File: src/rtl/cpu_sequencer.sv
// Multi-cycle phase sequencer for the 16-bit RISC: owns the instruction register and
// turns the decoder's level controls into per-phase strobes for datapath, PC and memory.
module cpu_sequencer #(
    parameter int IW    = 16,
    parameter int CNT_W = 16
) (
    input  logic             clk,
    input  logic             rst_n,
    input  logic             start,
    input  logic [IW-1:0]    mem_rdata,
    input  logic             mem_ready,
    input  logic             dec_reg_we,
    input  logic             dec_mem_we,
    input  logic             dec_mem_addr_sel,
    input  logic             dec_jump,
    input  logic             dec_branch,
    input  logic             dec_halt,
    input  logic             alu_zero,
    output logic [3:0]       opcode_out,
    output logic [IW-1:0]    ir,
    output logic             mem_addr_sel,
    output logic             mem_req,
    output logic             mem_we,
    output logic             reg_we,
    output logic             pc_we,
    output logic [1:0]       pc_src,
    output logic             halted,
    output logic             illegal_op,
    output logic [2:0]       state,
    output logic [CNT_W-1:0] retired
);

    typedef enum logic [2:0] {
        S_IDLE   = 3'd0,
        S_FETCH  = 3'd1,
        S_DECODE = 3'd2,
        S_EXEC   = 3'd3,
        S_MEM    = 3'd4,
        S_HALT   = 3'd5
    } state_t;

    state_t           state_r;
    state_t           state_nxt_s;
    logic [IW-1:0]    ir_r;
    logic [CNT_W-1:0] retired_r;
    logic             halted_r;
    logic             load_ir_s;
    logic             retire_s;

    // State, instruction register, retired counter and halt flag
    always_ff @(posedge clk or negedge rst_n) begin
        if (!rst_n) begin
            state_r   <= S_IDLE;
            ir_r      <= {IW{1'b0}};
            retired_r <= {CNT_W{1'b0}};
            halted_r  <= 1'b0;
        end else begin
            state_r  <= state_nxt_s;
            halted_r <= (state_nxt_s == S_HALT);
            if (load_ir_s) begin
                ir_r <= mem_rdata;
            end else begin
                ir_r <= ir_r;
            end
            if (retire_s) begin
                retired_r <= retired_r + {{(CNT_W-1){1'b0}}, 1'b1};
            end else begin
                retired_r <= retired_r;
            end
        end
    end

    // Next-state and phase strobes from the registered state and current decode
    always_comb begin
        state_nxt_s  = state_r;
        load_ir_s    = 1'b0;
        retire_s     = 1'b0;
        mem_req      = 1'b0;
        mem_addr_sel = 1'b0;
        mem_we       = 1'b0;
        reg_we       = 1'b0;
        pc_we        = 1'b0;
        pc_src       = 2'b00;
        illegal_op   = 1'b0;
        case (state_r)
            S_IDLE: begin
                if (start) begin
                    state_nxt_s = S_FETCH;
                end else begin
                    state_nxt_s = S_IDLE;
                end
            end
            S_FETCH: begin
                mem_req = 1'b1;
                if (mem_ready) begin
                    load_ir_s   = 1'b1;
                    pc_we       = 1'b1;
                    state_nxt_s = S_DECODE;
                end else begin
                    state_nxt_s = S_FETCH;
                end
            end
            S_DECODE: begin
                state_nxt_s = S_EXEC;
            end
            S_EXEC: begin
                if (dec_halt) begin
                    state_nxt_s = S_HALT;
                    retire_s    = 1'b1;
                end else if (dec_mem_addr_sel) begin
                    state_nxt_s = S_MEM;
                end else begin
                    state_nxt_s = S_FETCH;
                    retire_s    = 1'b1;
                    if (dec_jump) begin
                        pc_we  = 1'b1;
                        pc_src = 2'b01;
                    end else if (dec_branch) begin
                        pc_we  = alu_zero;
                        pc_src = alu_zero ? 2'b10 : 2'b00;
                    end else if (dec_reg_we) begin
                        reg_we = 1'b1;
                    end else if (!dec_mem_we && (ir_r[IW-1 -: 4] != 4'd0)) begin
                        // No decoder control at all on a non-NOP opcode: unsupported
                        illegal_op = 1'b1;
                    end else begin
                        illegal_op = 1'b0;
                    end
                end
            end
            S_MEM: begin
                mem_req      = 1'b1;
                mem_addr_sel = 1'b1;
                mem_we       = dec_mem_we & ~dec_reg_we;
                if (mem_ready) begin
                    reg_we      = dec_reg_we & ~dec_mem_we;
                    state_nxt_s = S_FETCH;
                    retire_s    = 1'b1;
                end else begin
                    state_nxt_s = S_MEM;
                end
            end
            S_HALT: begin
                state_nxt_s = S_HALT;
            end
            default: begin
                state_nxt_s = S_IDLE;
            end
        endcase
    end

    assign ir         = ir_r;
    assign opcode_out = ir_r[IW-1 -: 4];
    assign retired    = retired_r;
    assign halted     = halted_r;
    assign state      = state_r;

endmodule

File: config.mk
export PLATFORM = sky130hd
export DESIGN_NAME = cpu_sequencer
export DESIGN_NICKNAME = d
export VERILOG_FILES = /design/src/rtl/cpu_sequencer.sv
export SDC_FILE = /design/constraint.sdc
export NUM_CORES = 1
export LEC_CHECK = 0
export CAP_MARGIN = 20
export CORE_AREA = 2 2 71 73
export CTS_CLUSTER_DIAMETER = 120
export CTS_CLUSTER_SIZE = 10
export DETAILED_ROUTE_END_ITERATION = 12
export DIE_AREA = 0 0 73 75
export GPL_ROUTABILITY_DRIVEN = 1
export GPL_TIMING_DRIVEN = 0
export PLACE_DENSITY = 0.8
export SLEW_MARGIN = 20
export SYNTH_ARGS = -nofsm -noshare
export SYNTH_HDL_FRONTEND = slang
export SYNTH_SLANG_ARGS = --single-unit
File: constraint.sdc
create_clock -name clk -period 2.1 [get_ports clk]
set_input_delay 0.63 -clock clk [delete_from_list [all_inputs] [get_ports clk]]
set_output_delay 0.63 -clock clk [all_outputs]
set_load 0.01 [all_outputs]
# After elaboration in Yosys (flattened, before gate mapping)
# Cells that the tools add are included.
[word_totals] mem_count=0 mem_bits_ro=0 latchBits=0 out_inout_bits=48 ramBits=0 reg_bits=36 inputBits=27
[classes] shift=0 n_reduce_logical=5 add_sub_neg=1 bitwise_logic=4 n_mul=0 mux=39 n_lt_le_gt_ge=0 div_mod_pow=0 n_eq_ne=6
[op_table] operator="1-bit two-way mux" count=25
[op_table] operator="3-bit one-hot mux with 6 select lines" count=1
[op_table] operator="16-bit by 1-bit adder with 16-bit output (second input constant)" count=1
[op_table] operator="2-bit two-way mux" count=7
[op_table] operator="3-bit equality test (second input constant)" count=3
[op_table] operator="3-bit two-way mux" count=3
[op_table] operator="3-bit by 2-bit equality test with 1-bit output (second input constant)" count=2
[op_table] operator="1-bit one-hot mux with 2 select lines" count=3
[op_table] operator="4-bit nonzero test" count=1
[op_table] operator="3-bit by 1-bit equality test with 1-bit output (second input constant)" count=1
[op_table] operator="3-bit zero test" count=1
[op_table] operator="1-bit bitwise AND" count=2
[op_table] operator="1-bit inverter" count=2
[op_table] operator="2-bit OR reduction" count=1
[op_table] operator="1-bit logical AND" count=1
[op_table] operator="1-bit zero test" count=1

# Depth between registers and ports, before layout
# Gate-level depths: netlist of run 1.
[depth] word_depth=9 depth_mapped=6 mapped_depth_nobuf=5

# Least setup slack after synthesis of run 1
# Ideal clock, no wire load.
[synth_timing] path_kind="reg2out" start="reg state_r[2], in the netlist state[2]" end="out illegal_op" path_buffers=1 slack_ns=-0.233 t_arrival_ns=1.703 stages_incl_launch_ff=6 path_cell_list="dfrtp_1 buf_2 nand3b_1 nand2b_1 or3_1 nor4_1"
[synth_between] elab_chain_cells=2
[synth_lines] item="from (decl)" line="42" source="state_t state_r;"
[synth_lines] item="from (signal assigned)" line="58" source="state_r <= state_nxt_s;"
[synth_lines] item="3-bit by 2-bit equality test with 1-bit output" line="85" source="case (state_r)"
[synth_lines] item="1-bit two-way mux" line="85"
[synth_lines] item="to (decl)" line="28" source="output logic illegal_op,"
# Every way passes these cells.

# Final worst setup path of run 1
# Ends and elaborated chain as after synthesis.

==> results.ini, run 1 <==
[status]
status=finished with violations
violations=negative setup slack

[clock_tree]
clock_sinks=36
cts_buffer_depth=2
path_clk_slew_ps=70
cts_root_buffer=clkbuf_8
cts_tree=built
h-tree-depth=2
ctsHoldBuffers=0
clock_latency_ps=280
cts_buffers=5

[place]
gp_congestion=0.7749
io_buffers=74
dp_hpwl_um=2916
place_ws_ps=-1364

[yosys]
synth-seq-area-share_pct=51.84
synth_warnings=0
synth_area_mm2=0.001738
synth_cell_types=34
synth_cells=142
synth_area_per_cell_um2=12.24
synth-seq-cells=36
syn-num-nets=170

[timing]
setup_ws_ps=-313.1
setup_viol=4
period_needed_ps=2413
slew_headroom_pct=65.84
rsz0062_at_grt=yes
fin_crit_sh_pct=114.9
fmax_mhz=414.4
slew_violations=0
skew_ps=3.220
worst_slew_pin_slew_ps=507.8
hold_violations=0

[route]
drc=0
wl_um=4394
vias=1465
drt_iter0_markers=68
vias_per_cell=4.933
firstDrtPassIters=4
drtAntennaViolNets=0
wire_per_inst_um=14.79

[grt]
overflow=0
grt_max_degree=33
grt_pass1_wl_um=6644
grt_pass1_vias=1393
antenna_found_initial=0
grt.total_usage_pct=16.02

[setup_path]
cp.buffers_inverters=1
arrival_ps=1780
critPathLaunchType=flip-flop
worstPathRequired_ps=1470
max_stage_delay_ps=410
endpoint_kind=output pin
critPathKind=flip-flop to output pin
crit_path_cell_trace=nand3b_1 -> nand2b_4 -> or3_4 -> nor4_4 -> buf_2
worst_path_max_delay_cell=dfrtp_1
critPathMaxFanout=3
crit_family=simple AND/OR/NAND/NOR gates

[die]
die_y_um=75
die_area_mm2=0.005475
coreArea_mm2=0.004661
initial_core_util_pct=37.29
row_count=25
die-width_um=73
ioPinCount=75

[power]
leakage_nw=1.212
ir_worst_vdd_mv=0.8364
power_density_mw_per_mm2=1318
finalPower_mw=3.737

[layout]
nets=270
final_common_cell=clkdlybuf4s50_1
drive_gt1_share_pct=33.33
final_cell_mix=clkdlybuf4s50_1, dfrtp_1, buf_4
utilization_pct=60.83
synthToLayoutAreaGrowth_pct=63.14
diodes=0

[hold_path]
hold_path.class=input pin to asynchronous set/reset pin

[flow_run]
maxCapViolations=0

-- final cells by class --
cell class	instances	area, µm²
repair buffers	94	857.1
inverters	2	7.507
flip-flops and latches	36	900.9
fillers	380	1826
clock buffers	6	72.57
clock inverters	2	35.03
well taps	54	67.56
plain buffers	8	71.32
multi-input cells	95	823.3
-- logic make-up (layout without fill, tap and decap cells) --
kind of cell | count (synthesis) | count (layout) | synth area share (%)
xor gates and xnor gates | 16 | 16 | 8.064
AOI/OAI and AO/OA | 8 | 8 | 3.887
DFF | 36 | 36 | 51.84
adders and majority gates | 1 | 1 | 0.7198
buffers and inverters | 11 | 112 | 4.248
and+or+nand+nor | 51 | 51 | 19.01
muxes | 19 | 19 | 12.24
-- where the power goes --
part           internal, mW  total, mW  switching [mW]
Sequential            0.964       1.21           0.247
Combinational          1.18       1.93           0.756
Clock                 0.352      0.593           0.241
Total                  2.49       3.74            1.24
-- Yosys cell counts --
cell type	number	area [µm²]
dfrtp_1	36	900.9
mux2_2	18	202.7
xor2_1	13	113.9
nor2_1	10	37.54
nand2_1	7	26.28
nand3_1	5	25.02
nor4_1	5	31.28
buf_4	4	30.03
nor3_2	4	40.04
nand4_1	3	18.77
xnor2_1	3	26.28
a21boi_0	2	15.01
a21oi_1	2	10.01
buf_2	2	10.01
buf_6	2	22.52
inv_1	2	7.510
nand2b_1	2	12.51
nand3b_1	2	15.01
nor2b_1	2	12.51
nor3b_2	2	25.02
nor4b_2	2	30.03
o22ai_1	2	12.51
and4_1	1	8.760
clkbuf_1	1	3.750
ha_1	1	12.51
mux2i_1	1	10.01
nand2b_4	1	13.76
nor3_1	1	5.000
nor4b_1	1	8.760
o21bai_1	1	7.510
o32a_4	1	22.52
or2_2	1	6.260
or3_1	1	6.260
or4_1	1	7.510
-- per-stage QoR --
step	hold WS, ps	instances	cell area [µm²]	setup TNS [ps]
2_1_floorplan	334.4	142	1772	-167.5
3_3_place_gp	469.7	270	2580	-28380
3_5_place_dp	466.9	271	2595	-13340
4_1_cts	159.6	289	2774	-913.4
5_1_grt	163.6	297	2835	-931.9
6_report	166.7	297	2835	-576.8
-- path summary, 6_finish.rpt --
check / slack, ps / to / from / cells past startpoint
max: -310 / illegal_op / state[2] / 5
min in group clk: 490 / retired[15] / retired[15] / 1
max reg2reg: 330 / retired[13] / state[2] / 6
min reg2reg: 490 / retired[15] / retired[15] / 1
max in group asynchronous: 1540 / ir[11] / rst_n / 2
min: 170 / state[0] / rst_n / 1
-- state kept, by name (all words and copies together), names as in the netlist --
name	flops
halted	1
ir	16
retired	16
state	3
-- routing by layer --
metal,global-route usage [%],wire (µm)
met1,19.42,1725
met2,27.33,2310
met3,4.418,252
met4,5.967,106
met5,0,0
-- timing repair --
item,CTS,global route
endpoints found under the setup margin,17,7
setup buffers,10,9
pin swaps,4,5
gates resized for setup,39,13
Power figures use the tool's default switching activity.
==> inputs of run 2 (changes only) <==
--- a/config.mk
+++ b/config.mk
@@ -6,14 +6,14 @@
 export NUM_CORES = 1
 export LEC_CHECK = 0
 export CAP_MARGIN = 20
-export CORE_AREA = 2 2 71 73
+export CORE_AREA = 2 2 68 76
 export CTS_CLUSTER_DIAMETER = 120
 export CTS_CLUSTER_SIZE = 10
 export DETAILED_ROUTE_END_ITERATION = 12
-export DIE_AREA = 0 0 73 75
+export DIE_AREA = 0 0 70 78
 export GPL_ROUTABILITY_DRIVEN = 1
 export GPL_TIMING_DRIVEN = 0
-export PLACE_DENSITY = 0.8
+export PLACE_DENSITY = 0.81
 export SLEW_MARGIN = 20
 export SYNTH_ARGS = -nofsm -noshare
 export SYNTH_HDL_FRONTEND = slang
==> results.ini, run 2 (synthesis results as in run 1) <==
[status]
status=finished with violations
violations=negative setup slack

[place]
dp_hpwl_um=2945
placed_area_mm2=0.002597
gp_congestion=0.7482
io_buffers=74
place_ws_ps=-1343

[layout]
nets=267
drive_gt1_share_pct=33.33
multi_input_area_um2=855.8
final_common_cell=clkdlybuf4s50_1
final_cell_mix=clkdlybuf4s50_1, dfrtp_1, buf_4
n_fill_cell=390
synthToLayoutAreaGrowth_pct=66.81
final-seq-area_um2=900.9
diodes=0
final_cell_area_mm2=0.002899

[setup_path]
cp.buffers_inverters=2
critPathLaunchType=flip-flop
crit_path_cell_trace=buf_6 -> nand3b_1 -> nand2b_4 -> or3_4 -> nor4_4 -> buf_2
timing.critical_path.from=state[1]
crit_family=simple AND/OR/NAND/NOR gates
rr_endpoint=retired[5]
r2r-start=state[1]
critPathKind=flip-flop to output pin
endpoint_kind=output pin
r2r_slack_ps=120
critPathMaxFanout=6
arrival_ps=1710
max_stage_delay_ps=370
worst_r2r_path_depth=10
worst_path_max_delay_cell=dfrtp_1
worstPathRequired_ps=1470

[grt]
grt_pass1_vias=1461
top_usage_layer=met2
grt_pass1_wl_um=6955
antenna_found_initial=0
grt_use_met2_pct=27.71
grtUsageMet3_pct=4.805
grt.total_usage_pct=16.12
overflow=0
grt_use_met1_pct=18.87
grt_max_degree=32

[power]
power_density_mw_per_mm2=1314
ir_worst_vdd_mv=0.7703
finalPower_mw=3.809
leakage_nw=1.256

[die]
row_count=26
die_y_um=78
die_area_mm2=0.005460
coreArea_mm2=0.004619
initial_core_util_pct=37.62
ioPinCount=75
die-width_um=70

[clock_tree]
h-tree-depth=2
cts_buffer_depth=2
cts_buffers=5
clock_sinks=36
cts_tree=built
clock_latency_ps=280
path_clk_slew_ps=70
cts_root_buffer=clkbuf_8

[hold_path]
hold_path.class=input pin to asynchronous set/reset pin

[timing]
period_needed_ps=2343
fin_crit_sh_pct=111.6
whs_ps=179.1
slew_violations=0
hold_violations=0
rsz0062_at_grt=yes
fmax_mhz=426.8
worst_slew_pin_slew_ps=523.7
setup_ws_ps=-243.1
setup_viol=5
skew_ps=7.075
slew_headroom_pct=64.77

[route]
firstDrtPassIters=4
vias_per_cell=4.902
drtAntennaViolNets=0
drc=0
wl_um=4194
vias=1451
wire_per_inst_um=14.17
drt_iter0_markers=94

[flow_run]
maxCapViolations=0

## run 2: cell types whose count changed in the layout (fill, tap and decap cells not counted), sizes merged
cell and delta:
buf -4, clkbuf +1, clkdlybuf4s15 +1, clkinv -1
## run 2: per-layer routing
metal | vias up | share of wire, %
met5 | - | 0
met2 | 44 | 54
met4 | 0 | 1.1
li1 | 697 | -
met1 | 705 | 39
met3 | 5 | 5.9
## run 2: what timing repair did
item	in CTS	in global routing
setup endpoints to repair	17	24
gates cloned	0	1
hold buffers	0	0
buffers inserted	12	8
pin swaps	4	7
hold endpoints to repair	0	0
gates resized for setup	41	20
## run 2: worst max-delay path by stage
stage / cells after the start / slack, ps / end
2_1_floorplan: 5 / -100 / illegal_op
3_3_place_gp: 6 / -1340 / pc_we
3_5_place_dp: 6 / -1340 / pc_we
4_1_cts: 6 / -300 / illegal_op
5_1_grt: 6 / -310 / illegal_op
6_report: 6 / -240 / illegal_op
## run 2: through the flow
stage / std cells / TNS, ps / util [%]
final: 296 / -610.7 / 62.76
after global routing: 296 / -1048 / 62.76
after CTS: 293 / -3928 / 61.05
after detailed placement: 273 / -13130 / 56.23
after global placement: 272 / -27980 / 55.90
after floorplan: 142 / -167.5 / -
## run 2: layout make-up
class | count | share of cell area, %
Sequential cell | 36 | 31.07
Timing Repair Buffer | 92 | 30.00
Multi-Input combinational cell | 95 | 29.52
Clock buffer | 7 | 3.323
Tap cell | 56 | 2.417
Buffer | 7 | 2.374
Clock inverter | 1 | 1.036
Inverter | 2 | 0.2590
## run 2: where the power goes
part | total (mW) | leakage, nW | internal (mW) | switching, mW
Combinational | 1.95 | 0.773 | 1.19 | 0.764
Sequential | 1.21 | 0.418 | 0.965 | 0.241
Clock | 0.653 | 0.0645 | 0.419 | 0.234
Total | 3.81 | 1.26 | 2.57 | 1.24
==> inputs of run 3 (changes only) <==
--- a/config.mk
+++ b/config.mk
@@ -14,6 +14,7 @@
 export GPL_ROUTABILITY_DRIVEN = 1
 export GPL_TIMING_DRIVEN = 0
 export PLACE_DENSITY = 0.81
+export SKIP_LAST_GASP = 1
 export SLEW_MARGIN = 20
 export SYNTH_ARGS = -nofsm -noshare
 export SYNTH_HDL_FRONTEND = slang
==> results.ini, run 3 (synthesis results as in run 1) <==
[setup_path]
critPathKind=flip-flop to output pin
endpoint_kind=output pin
worstPathRequired_ps=1470
worst_r2r_path_depth=9
critPathLaunchType=flip-flop
timing.critical_path.from=state[1]
rr_endpoint=retired[11]
r2r_slack_ps=120
critPathMaxFanout=6
arrival_ps=1710
r2r-start=state[1]

[timing]
fin_crit_sh_pct=111.6
setup_ws_ps=-244.1
worst_slew_pin_slew_ps=523.7
whs_ps=177.0
period_needed_ps=2344
skew_ps=8.917
setup_viol=5
rsz0062_at_grt=yes
hold_violations=0
slew_headroom_pct=64.77
fmax_mhz=426.6
slew_violations=0

[power]
leakage_nw=1.274
power_density_mw_per_mm2=1314
ir_worst_vdd_mv=0.7722

[die]
die-width_um=70
initial_core_util_pct=37.62
die_y_um=78
row_count=26
ioPinCount=75
coreArea_mm2=0.004619
die_area_mm2=0.005460

[route]
vias_per_cell=4.919
vias=1461
drt-met1-wl_um=1659
wire_per_inst_um=14.32
firstDrtPassIters=4
wl_met2_um=2303
met3_length_um=241
drtAntennaViolNets=0
drt_iter0_markers=76
drc=0
routed.top_layer=met4
wl_um=4253

[status]
violations=negative setup slack
status=finished with violations

[clock_tree]
cts_buffer_depth=2
cts_buffers=5
h-tree-depth=2
ctsHoldBuffers=0
cts_tree=built
clock_latency_ps=280
cts_root_buffer=clkbuf_8
path_clk_slew_ps=70
clock_sinks=36

[place]
io_buffers=74
dp_hpwl_um=2945
gp_congestion=0.7482
placed_area_mm2=0.002597
place_ws_ps=-1343
dp.cells=273

[layout]
drive_gt1_share_pct=33.61
final-instance-count-excl-fill=297
final-seq-area_um2=900.9
nets=268
final_cell_mix=clkdlybuf4s50_1, dfrtp_1, mux2_2, buf_4, xor2_1
multi_input_area_um2=864.6
final_common_cell=clkdlybuf4s50_1
final_cell_area_mm2=0.002919
diodes=0
synthToLayoutAreaGrowth_pct=67.96
n_fill_cell=386

[grt]
overflow=0
grt_pass1_wl_um=6996
antenna_found_initial=0
grt.total_usage_pct=16.17
grt_max_degree=32
grt_pass1_vias=1470

[flow_run]
maxCapViolations=0

[hold_path]
hold_path.class=input pin to asynchronous set/reset pin

-- run 3: power breakdown --
part	total (mW)	switching [mW]	internal [mW]
Combinational	1.97	0.774	1.20
Clock	0.657	0.239	0.419
Sequential	1.21	0.242	0.965
-- run 3: how the worst max path moves through the flow --
stage,endpoint
after floorplan,illegal_op
after global placement,pc_we
after detailed placement,pc_we
after CTS,illegal_op
after global routing,reg_we
final,illegal_op
-- run 3: metrics by stage --
stage,utilization (%),total power [mW],TNS (ps)
2_1_floorplan,-,2.071,-167.5
3_3_place_gp,55.90,2.926,-27980
3_5_place_dp,56.23,2.975,-13130
4_1_cts,60.86,3.741,-3972
5_1_grt,63.19,4.082,-1097
6_report,63.19,3.835,-636.6
-- run 3: repair_timing --
action,in CTS,in global routing
cloned,0,1
resized for setup,38,24
pin swaps,4,7
endpoints found under the setup margin,17,24
setup buffers,12,9
-- run 3: worst max-delay path: stages (launching register included) --
cell and delay (ps):
dfrtp_1 370, buf_6 130, nand3b_1 110, nand2b_4 160, or3_4 350, nor4_4 140
buf_2 170
-- run 3: metal layers --
layer | GRT usage [%] | up-vias
met4 | 6.154 | 0
met2 | 27.81 | 42
met3 | 4.805 | 5
met5 | 0 | -
li1 | - | 696
met1 | 18.95 | 718
-- run 3: area by class of cell --
type / count / share of cell area (%)
clock inverters: 1 / 1.029
plain buffers: 7 / 2.357
inverters: 2 / 0.2572
clock buffers: 7 / 3.300
repair buffers: 93 / 30.18
flip-flops and latches: 36 / 30.86
well taps: 56 / 2.400
multi-input cells: 95 / 29.62
